File: config.mk
export PLATFORM = sky130hd
export DESIGN_NAME = muldiv_unit
export DESIGN_NICKNAME = d
export VERILOG_FILES = /design/src/rtl/muldiv_unit.sv
export SDC_FILE = /design/constraint.sdc
export NUM_CORES = 1
export LEC_CHECK = 0
export CAP_MARGIN = 20
export CORE_ASPECT_RATIO = 1.4
export CORE_UTILIZATION = 37
export DETAILED_ROUTE_END_ITERATION = 6
export DONT_BUFFER_PORTS = 1
export PLACE_DENSITY = 0.6
export SLEW_MARGIN = 5
export SYNTH_ARGS = -nofsm -noshare
export SYNTH_HDL_FRONTEND = slang
export SYNTH_SLANG_ARGS = --single-unit
File: constraint.sdc
create_clock -name clk -period 4.87 [get_ports clk]
set_clock_uncertainty 0.15 [all_clocks]
set_input_delay 0.2435 -clock clk [delete_from_list [all_inputs] [get_ports clk]]
set_output_delay 0.2435 -clock clk [all_outputs]
set_load 0.05 [all_outputs]
File: src/rtl/muldiv_unit.sv
// ---------------------------------------------------------------------------
// muldiv_unit
//
// Iterative multiply/divide engine that owns the architectural HI/LO pair.
// One result bit is produced per clock: shift-add for MULT/MULTU and
// restoring division for DIV/DIVU. A final fix-up cycle applies the sign
// correction for signed operations and commits the result to HI/LO.
//
// Ports:
//   clk          rising-edge clock
//   rst_n        asynchronous active-low reset
//   start        operation request, sampled only while idle
//   alu_opcode   11=MULT, 12=MULTU, 13=DIV, 14=DIVU (other codes ignored)
//   in_s1        multiplicand / dividend
//   in_s2        multiplier / divisor
//   hi_wr_en     MTHI write strobe (honoured only while idle)
//   lo_wr_en     MTLO write strobe (honoured only while idle)
//   wr_data      MTHI/MTLO data
//   busy         operation in progress
//   done         one-cycle pulse after HI/LO were updated by an operation
//   div_by_zero  sticky flag: last accepted operation was a divide by zero
//   hi, lo       HI and LO registers
// ---------------------------------------------------------------------------
module muldiv_unit #(
  parameter int data_width = 32
) (
  input  logic                  clk,
  input  logic                  rst_n,
  input  logic                  start,
  input  logic [4:0]            alu_opcode,
  input  logic [data_width-1:0] in_s1,
  input  logic [data_width-1:0] in_s2,
  input  logic                  hi_wr_en,
  input  logic                  lo_wr_en,
  input  logic [data_width-1:0] wr_data,
  output logic                  busy,
  output logic                  done,
  output logic                  div_by_zero,
  output logic [data_width-1:0] hi,
  output logic [data_width-1:0] lo
);

  localparam int W  = data_width;
  localparam int CW = (W > 1) ? $clog2(W) : 1;

  localparam logic [1:0] ST_IDLE = 2'd0;
  localparam logic [1:0] ST_CALC = 2'd1;
  localparam logic [1:0] ST_FIX  = 2'd2;

  localparam logic [4:0] OP_MULT  = 5'd11;
  localparam logic [4:0] OP_MULTU = 5'd12;
  localparam logic [4:0] OP_DIV   = 5'd13;
  localparam logic [4:0] OP_DIVU  = 5'd14;

  logic [1:0]     state_q, state_d;
  logic [CW-1:0]  cnt_q, cnt_d;
  logic           is_div_q, is_div_d;
  logic           neg_quo_q, neg_quo_d;
  logic           neg_rem_q, neg_rem_d;
  logic           dbz_q, dbz_d;
  logic           done_q, done_d;
  logic [W-1:0]   a_q, a_d;
  logic [2*W-1:0] acc_q, acc_d;
  logic [W-1:0]   hi_q, hi_d;
  logic [W-1:0]   lo_q, lo_d;

  logic           op_valid, op_signed, op_div;
  logic           s1_neg, s2_neg;
  logic [W-1:0]   s1_abs, s2_abs;
  logic [W:0]     mul_sum;
  logic [W:0]     div_trial, div_diff;
  logic           div_ge;
  logic [W-1:0]   div_rem_nxt;
  logic [2*W-1:0] prod_fix;
  logic [W-1:0]   quo_fix, rem_fix;

  // Operand decode and one iteration step of each algorithm.
  // For multiply, acc holds {partial product, remaining multiplier bits};
  // a_q holds the multiplicand. For divide, acc holds {remainder, dividend
  // bits shifted into the quotient}; a_q holds the divisor.
  always_comb begin
    op_valid  = (alu_opcode == OP_MULT) || (alu_opcode == OP_MULTU) ||
                (alu_opcode == OP_DIV)  || (alu_opcode == OP_DIVU);
    op_signed = (alu_opcode == OP_MULT) || (alu_opcode == OP_DIV);
    op_div    = (alu_opcode == OP_DIV)  || (alu_opcode == OP_DIVU);
    s1_neg    = op_signed && in_s1[W-1];
    s2_neg    = op_signed && in_s2[W-1];
    s1_abs    = s1_neg ? -in_s1 : in_s1;
    s2_abs    = s2_neg ? -in_s2 : in_s2;

    mul_sum   = {1'b0, acc_q[2*W-1:W]} + (acc_q[0] ? {1'b0, a_q} : {(W+1){1'b0}});

    // Remainder stays below the divisor, so the shifted trial fits in W+1 bits.
    // A zero divisor makes every trial succeed: quotient all ones and the
    // remainder ends up equal to the dividend magnitude.
    div_trial   = acc_q[2*W-1:W-1];
    div_diff    = div_trial - {1'b0, a_q};
    div_ge      = (div_trial >= {1'b0, a_q});
    div_rem_nxt = div_ge ? div_diff[W-1:0] : div_trial[W-1:0];

    // Sign fix-up. Negating |s1| restores the raw dividend, which gives the
    // required HI for a signed divide by zero without a separate copy.
    prod_fix  = neg_quo_q ? -acc_q : acc_q;
    quo_fix   = neg_quo_q ? -acc_q[W-1:0] : acc_q[W-1:0];
    rem_fix   = neg_rem_q ? -acc_q[2*W-1:W] : acc_q[2*W-1:W];
  end

  // Next-state logic: accept in IDLE, iterate in CALC, commit in FIX.
  always_comb begin
    state_d   = state_q;
    cnt_d     = cnt_q;
    is_div_d  = is_div_q;
    neg_quo_d = neg_quo_q;
    neg_rem_d = neg_rem_q;
    dbz_d     = dbz_q;
    done_d    = 1'b0;
    a_d       = a_q;
    acc_d     = acc_q;
    hi_d      = hi_q;
    lo_d      = lo_q;

    case (state_q)
      ST_IDLE: begin
        if (hi_wr_en) hi_d = wr_data;
        if (lo_wr_en) lo_d = wr_data;
        if (start && op_valid) begin
          state_d   = ST_CALC;
          cnt_d     = '0;
          is_div_d  = op_div;
          neg_quo_d = s1_neg ^ s2_neg;
          neg_rem_d = s1_neg;
          dbz_d     = op_div && (in_s2 == '0);
          a_d       = op_div ? s2_abs : s1_abs;
          acc_d     = {{W{1'b0}}, (op_div ? s1_abs : s2_abs)};
        end
      end
      ST_CALC: begin
        if (is_div_q) acc_d = {div_rem_nxt, acc_q[W-2:0], div_ge};
        else          acc_d = {mul_sum, acc_q[W-1:1]};
        cnt_d = cnt_q + CW'(1);
        if (cnt_q == CW'(W - 1)) state_d = ST_FIX;
      end
      ST_FIX: begin
        if (is_div_q) begin
          hi_d = rem_fix;
          lo_d = dbz_q ? {W{1'b1}} : quo_fix;
        end else begin
          hi_d = prod_fix[2*W-1:W];
          lo_d = prod_fix[W-1:0];
        end
        done_d  = 1'b1;
        state_d = ST_IDLE;
      end
      default: state_d = ST_IDLE;
    endcase
  end

  // State registers; reset aborts any operation in flight.
  always_ff @(posedge clk or negedge rst_n) begin
    if (!rst_n) begin
      state_q   <= ST_IDLE;
      cnt_q     <= '0;
      is_div_q  <= 1'b0;
      neg_quo_q <= 1'b0;
      neg_rem_q <= 1'b0;
      dbz_q     <= 1'b0;
      done_q    <= 1'b0;
      a_q       <= '0;
      acc_q     <= '0;
      hi_q      <= '0;
      lo_q      <= '0;
    end else begin
      state_q   <= state_d;
      cnt_q     <= cnt_d;
      is_div_q  <= is_div_d;
      neg_quo_q <= neg_quo_d;
      neg_rem_q <= neg_rem_d;
      dbz_q     <= dbz_d;
      done_q    <= done_d;
      a_q       <= a_d;
      acc_q     <= acc_d;
      hi_q      <= hi_d;
      lo_q      <= lo_d;
    end
  end

  assign busy        = (state_q != ST_IDLE);
  assign done        = done_q;
  assign div_by_zero = dbz_q;
  assign hi          = hi_q;
  assign lo          = lo_q;

endmodule

==> summary.md <==
### Setup path
* internal reg-to-reg setup slack: 0.77 ns
* kind of start point of the critical path: flop
* Worst path slowest cell: sky130_fd_sc_hd__o41ai_1
* list of cells traversed by the critical path: inv_1 -> buf_4 -> nor2_1 -> ha_1 -> o211a_1 -> o31a_1 -> o41ai_1 -> a21oi_1 -> a31o_2 -> a21oi_1 -> a211oi_1 -> a2111oi_0 -> o31ai_1
* crit path DAT: 4.30 ns
* most frequent cell on the critical path: sky130_fd_sc_hd__a21oi_1
* launching point of the worst reg2reg path: acc_q[0]
* worst setup path class: flop to flop
* Top Family by Delay on Critical Path: compound AO/OA/AOI/OAI gates
* critical path data required time: 5.07 ns
* timing endpoint of the critical path: acc_q[63]
* CP max stage delay: 0.58 ns
* Reg-to-Reg End: acc_q[63]
* Levels on crit path: 13
* sum of buffers and inverters on the critical path: 2
* worst reg2reg path depth: 13
* Worst setup EP type: flop
* critical path fanouts, max: 23
* Critical Path Start: acc_q[0]

### Clocking
* post-CTS setup buffer count: 0
* post-CTS sizing: 0
* Skew-Pair Late Insertion Delay: 0.48 ns
* buffer cell driving the clock tree root: sky130_fd_sc_hd__clkbuf_16
* CTS tree: done
* H-tree Lvls: 4
* clk slew on worst S/H paths: 0.08 ns
* maximum clock insertion buffer count: 2
* number of CTS-inserted buffers: 17
* number of clock sinks seen by CTS: 172

### Timing
* worst slew pin tran: 0.987 ns
* count of final setup violators: 0
* RSZ-0062 raised after global routing: no
* Tmin final: 4.10 ns
* highest achievable clock rate: 244 MHz
* worst max-slew margin expressed relative to the limit: 0.341
* number of hold-slack violations in the final timing report: 0
* final critical-path share of the clock period: 0.841
* Setup TNS Final: 0 ns
* Final Slew Violations: 0

### Logic synthesis
* Area contributors post-synth: sky130_fd_sc_hd__dfrtp_1, sky130_fd_sc_hd__o21ai_0, sky130_fd_sc_hd__xnor2_1
* area share of the largest cell type after synthesis: 0.287
* count of cell types in the netlist: 74
* Mapped Cells: 1939
* number of flops mapped to enable cells by yosys: 0
* most instantiated flip-flop cell in the synthesis netlist: sky130_fd_sc_hd__dfrtp_1
* Avg Inst Size Synth: 7.74 um2
* sequential area share after synthesis: 0.287
* library cell occupying the most area in the post-synthesis netlist: sky130_fd_sc_hd__dfrtp_1
* fraction of synthesis flops using an asynchronous set or reset pin: 1.00
* library cell with the highest instance count after synthesis: sky130_fd_sc_hd__o21ai_0
* Netlist Area Pre-Place: 0.0150 mm2
* Post-Synthesis Net Count: 2117
* number of synthesized register bits: 172
* most frequent cells after synthesis: sky130_fd_sc_hd__o21ai_0, sky130_fd_sc_hd__a21oi_1, sky130_fd_sc_hd__nand2_1
* total of warnings raised by yosys: 0

### Place
* count of buffers inserted at the top-level ports: 0
* Final GP Congestion: 0.994
* Cell Area, Placed: 0.0154 mm2
* half-perimeter wire length after placement: 44300 um

### Global routing
* global-route wire length before repair: 87300 um
* number of antenna violations at the first check in global routing: 0
* total track usage: 0.283
* remaining global-route overflow: 0
* via count of the first global-routing pass: 14600
* maximum number of pins on one net before global-route repair: 173

### Floorplan
* starting density of the core: 0.378
* area enclosed by the die boundary: 0.0414 mm2
* Die X: 172 um
* Core ar.: 0.0397 mm2
* I/O pin cnt: 173
* number of placement rows: 86
* vertical extent of the die: 240 um

### Route
* uppermost metal layer occupied by signal nets: met4
* routed length on met2: 28800 um
* antenna violation net count after detailed routing: 0
* initial DRC count: 1090
* routed length on met1: 21000 um
* met3 wire length: 2780 um
* post-route DRC violation count: 0
* count of TritonRoute iterations in the first routing pass: 5
* wire length reported by the detailed router: 57100 um
* routed wirelength normalized by instance count: 23.0 um
* per-cell via count in the routed design: 6.02
* detailed-route via count: 15000

### Run
* max-cap check violation count: 0

### Finish
* Post-Layout Inst Area: 0.0170 mm2
* final layout net count: 2122
* fill count: 3998
* count of antenna diodes in the layout: 0
* Syn-to-layout area delta: 13.0%
* share of final-layout standard cells stronger than drive strength 1: 0.0475

### Min path
* worst hold start: in_s1[19]
* class of the tightest hold or removal check: primary input to flop

### Outcome
* run status: completed

### Pwr
* PD cells: 791 mW/mm2
* Max IR drop VDD: 490 uV
* reported leakage power: 6.95 nW

-- worst min-delay path: stages --
cell	delay [ns]
sky130_fd_sc_hd__xnor2_1	0.08
sky130_fd_sc_hd__a21oi_1	0.18
sky130_fd_sc_hd__o21ai_0	0.09
-- sequential cells by signal, summed over array words and instances, names as in the netlist --
signal,flops
hi,32
neg_rem_q,1
div_by_zero,1
state_q,2
lo,32
neg_quo_q,1
cnt_q,5
acc_q,64
done,1
is_div_q,1
a_q,32
-- worst min-delay path by stage --
stage	to	slack, ns	depth (start not counted)
2_1_floorplan	a_q[0]	-0.20	0
5_1_grt	a_q[2]	0.02	3
3_5_place_dp	lo[6]	-0.20	0
6_report	a_q[19]	0.01	3
3_3_place_gp	lo[6]	-0.20	0
4_1_cts	a_q[19]	0.003	3
-- metrics by stage --
stage | power [mW] | utilization | worst slack (ns) | cells | hold slack (ns)
finish | 13.4 | 0.427 | 0.772 | 2485 | 0.0107
floorplan | 9.27 | - | 1.48 | 1939 | -0.202
global route | 14.3 | 0.427 | 0.421 | 2485 | 0.0225
global placement | 11.6 | 0.388 | 0.971 | 2361 | -0.199
CTS | 13.3 | 0.426 | 0.806 | 2483 | 0.00296
detailed placement | 11.7 | 0.388 | 0.835 | 2362 | -0.200
-- cell families (layout without fill, tap and decap cells) --
| group | after synthesis | count (layout) | share of synthesized area |
|---|---|---|---|
| AO/OA/AOI/OAI | 686 | 686 | 0.276 |
| AND/OR/NAND/NOR | 572 | 572 | 0.182 |
| buffers and inverters | 200 | 218 | 0.0507 |
| XOR/XNOR | 177 | 177 | 0.103 |
| flip-flops | 172 | 172 | 0.287 |
| adder cells (fa/ha/maj) | 72 | 72 | 0.0610 |
| multiplexers | 60 | 60 | 0.0402 |
-- placed cells by master (no fill, tap or decap), types with 14 or more instances in the layout --
| cell | count |
|---|---|
| sky130_fd_sc_hd__nor3_1 | 31 |
| sky130_fd_sc_hd__nor2_1 | 163 |
| sky130_fd_sc_hd__ha_1 | 70 |
| sky130_fd_sc_hd__xnor2_1 | 118 |
| sky130_fd_sc_hd__clkbuf_16 | 17 |
| sky130_fd_sc_hd__inv_1 | 66 |
| sky130_fd_sc_hd__o31ai_1 | 26 |
| sky130_fd_sc_hd__a31oi_1 | 26 |
| sky130_fd_sc_hd__dlygate4sd3_1 | 89 |
| sky130_fd_sc_hd__dfrtp_1 | 171 |
| sky130_fd_sc_hd__nand4_1 | 14 |
| sky130_fd_sc_hd__o21ai_0 | 217 |
| sky130_fd_sc_hd__nand2_1 | 177 |
| sky130_fd_sc_hd__a211oi_1 | 42 |
| sky130_fd_sc_hd__xor2_1 | 59 |
| sky130_fd_sc_hd__or3_1 | 30 |
| sky130_fd_sc_hd__a21oi_1 | 191 |
| sky130_fd_sc_hd__mux2i_1 | 58 |
| sky130_fd_sc_hd__a22oi_1 | 20 |
| sky130_fd_sc_hd__nor4_1 | 15 |
| sky130_fd_sc_hd__buf_4 | 25 |
| sky130_fd_sc_hd__o22ai_1 | 38 |
| sky130_fd_sc_hd__and3_1 | 26 |
| sky130_fd_sc_hd__nand3_1 | 36 |
| sky130_fd_sc_hd__a21o_1 | 38 |
-- timing repair --
| item | CTS | global route |
|---|---|---|
| endpoints found under the hold margin | 271 | 6 |
| hold buffers | 89 | 1 |
| endpoints found under the setup margin | 0 | 0 |
-- cell type report --
cell class,count,area [um2],area share
Multi-Input combinational cell,1567,9970,0.588
Tap cell,528,661,0.0390
Clock inverter,14,170,0.0100
Sequential cell,172,4310,0.254
Inverter,68,255,0.0151
Timing Repair Buffer,118,1160,0.0685
Clock buffer,18,439,0.0259
-- power by group --
group          internal, mW  leakage [nW]  switching (mW)
Clock                 0.750         0.290           0.726
Combinational          3.11          4.58            4.81
Sequential             2.09          2.08            1.93
-- metal layers --
metal | track usage | vias to the layer above
met3 | 0.0423 | 188
met4 | 0.210 | 0
met5 | 0 | -
met2 | 0.497 | 558
li1 | - | 7032
met1 | 0.304 | 7192
Power figures use the tool's default switching activity.
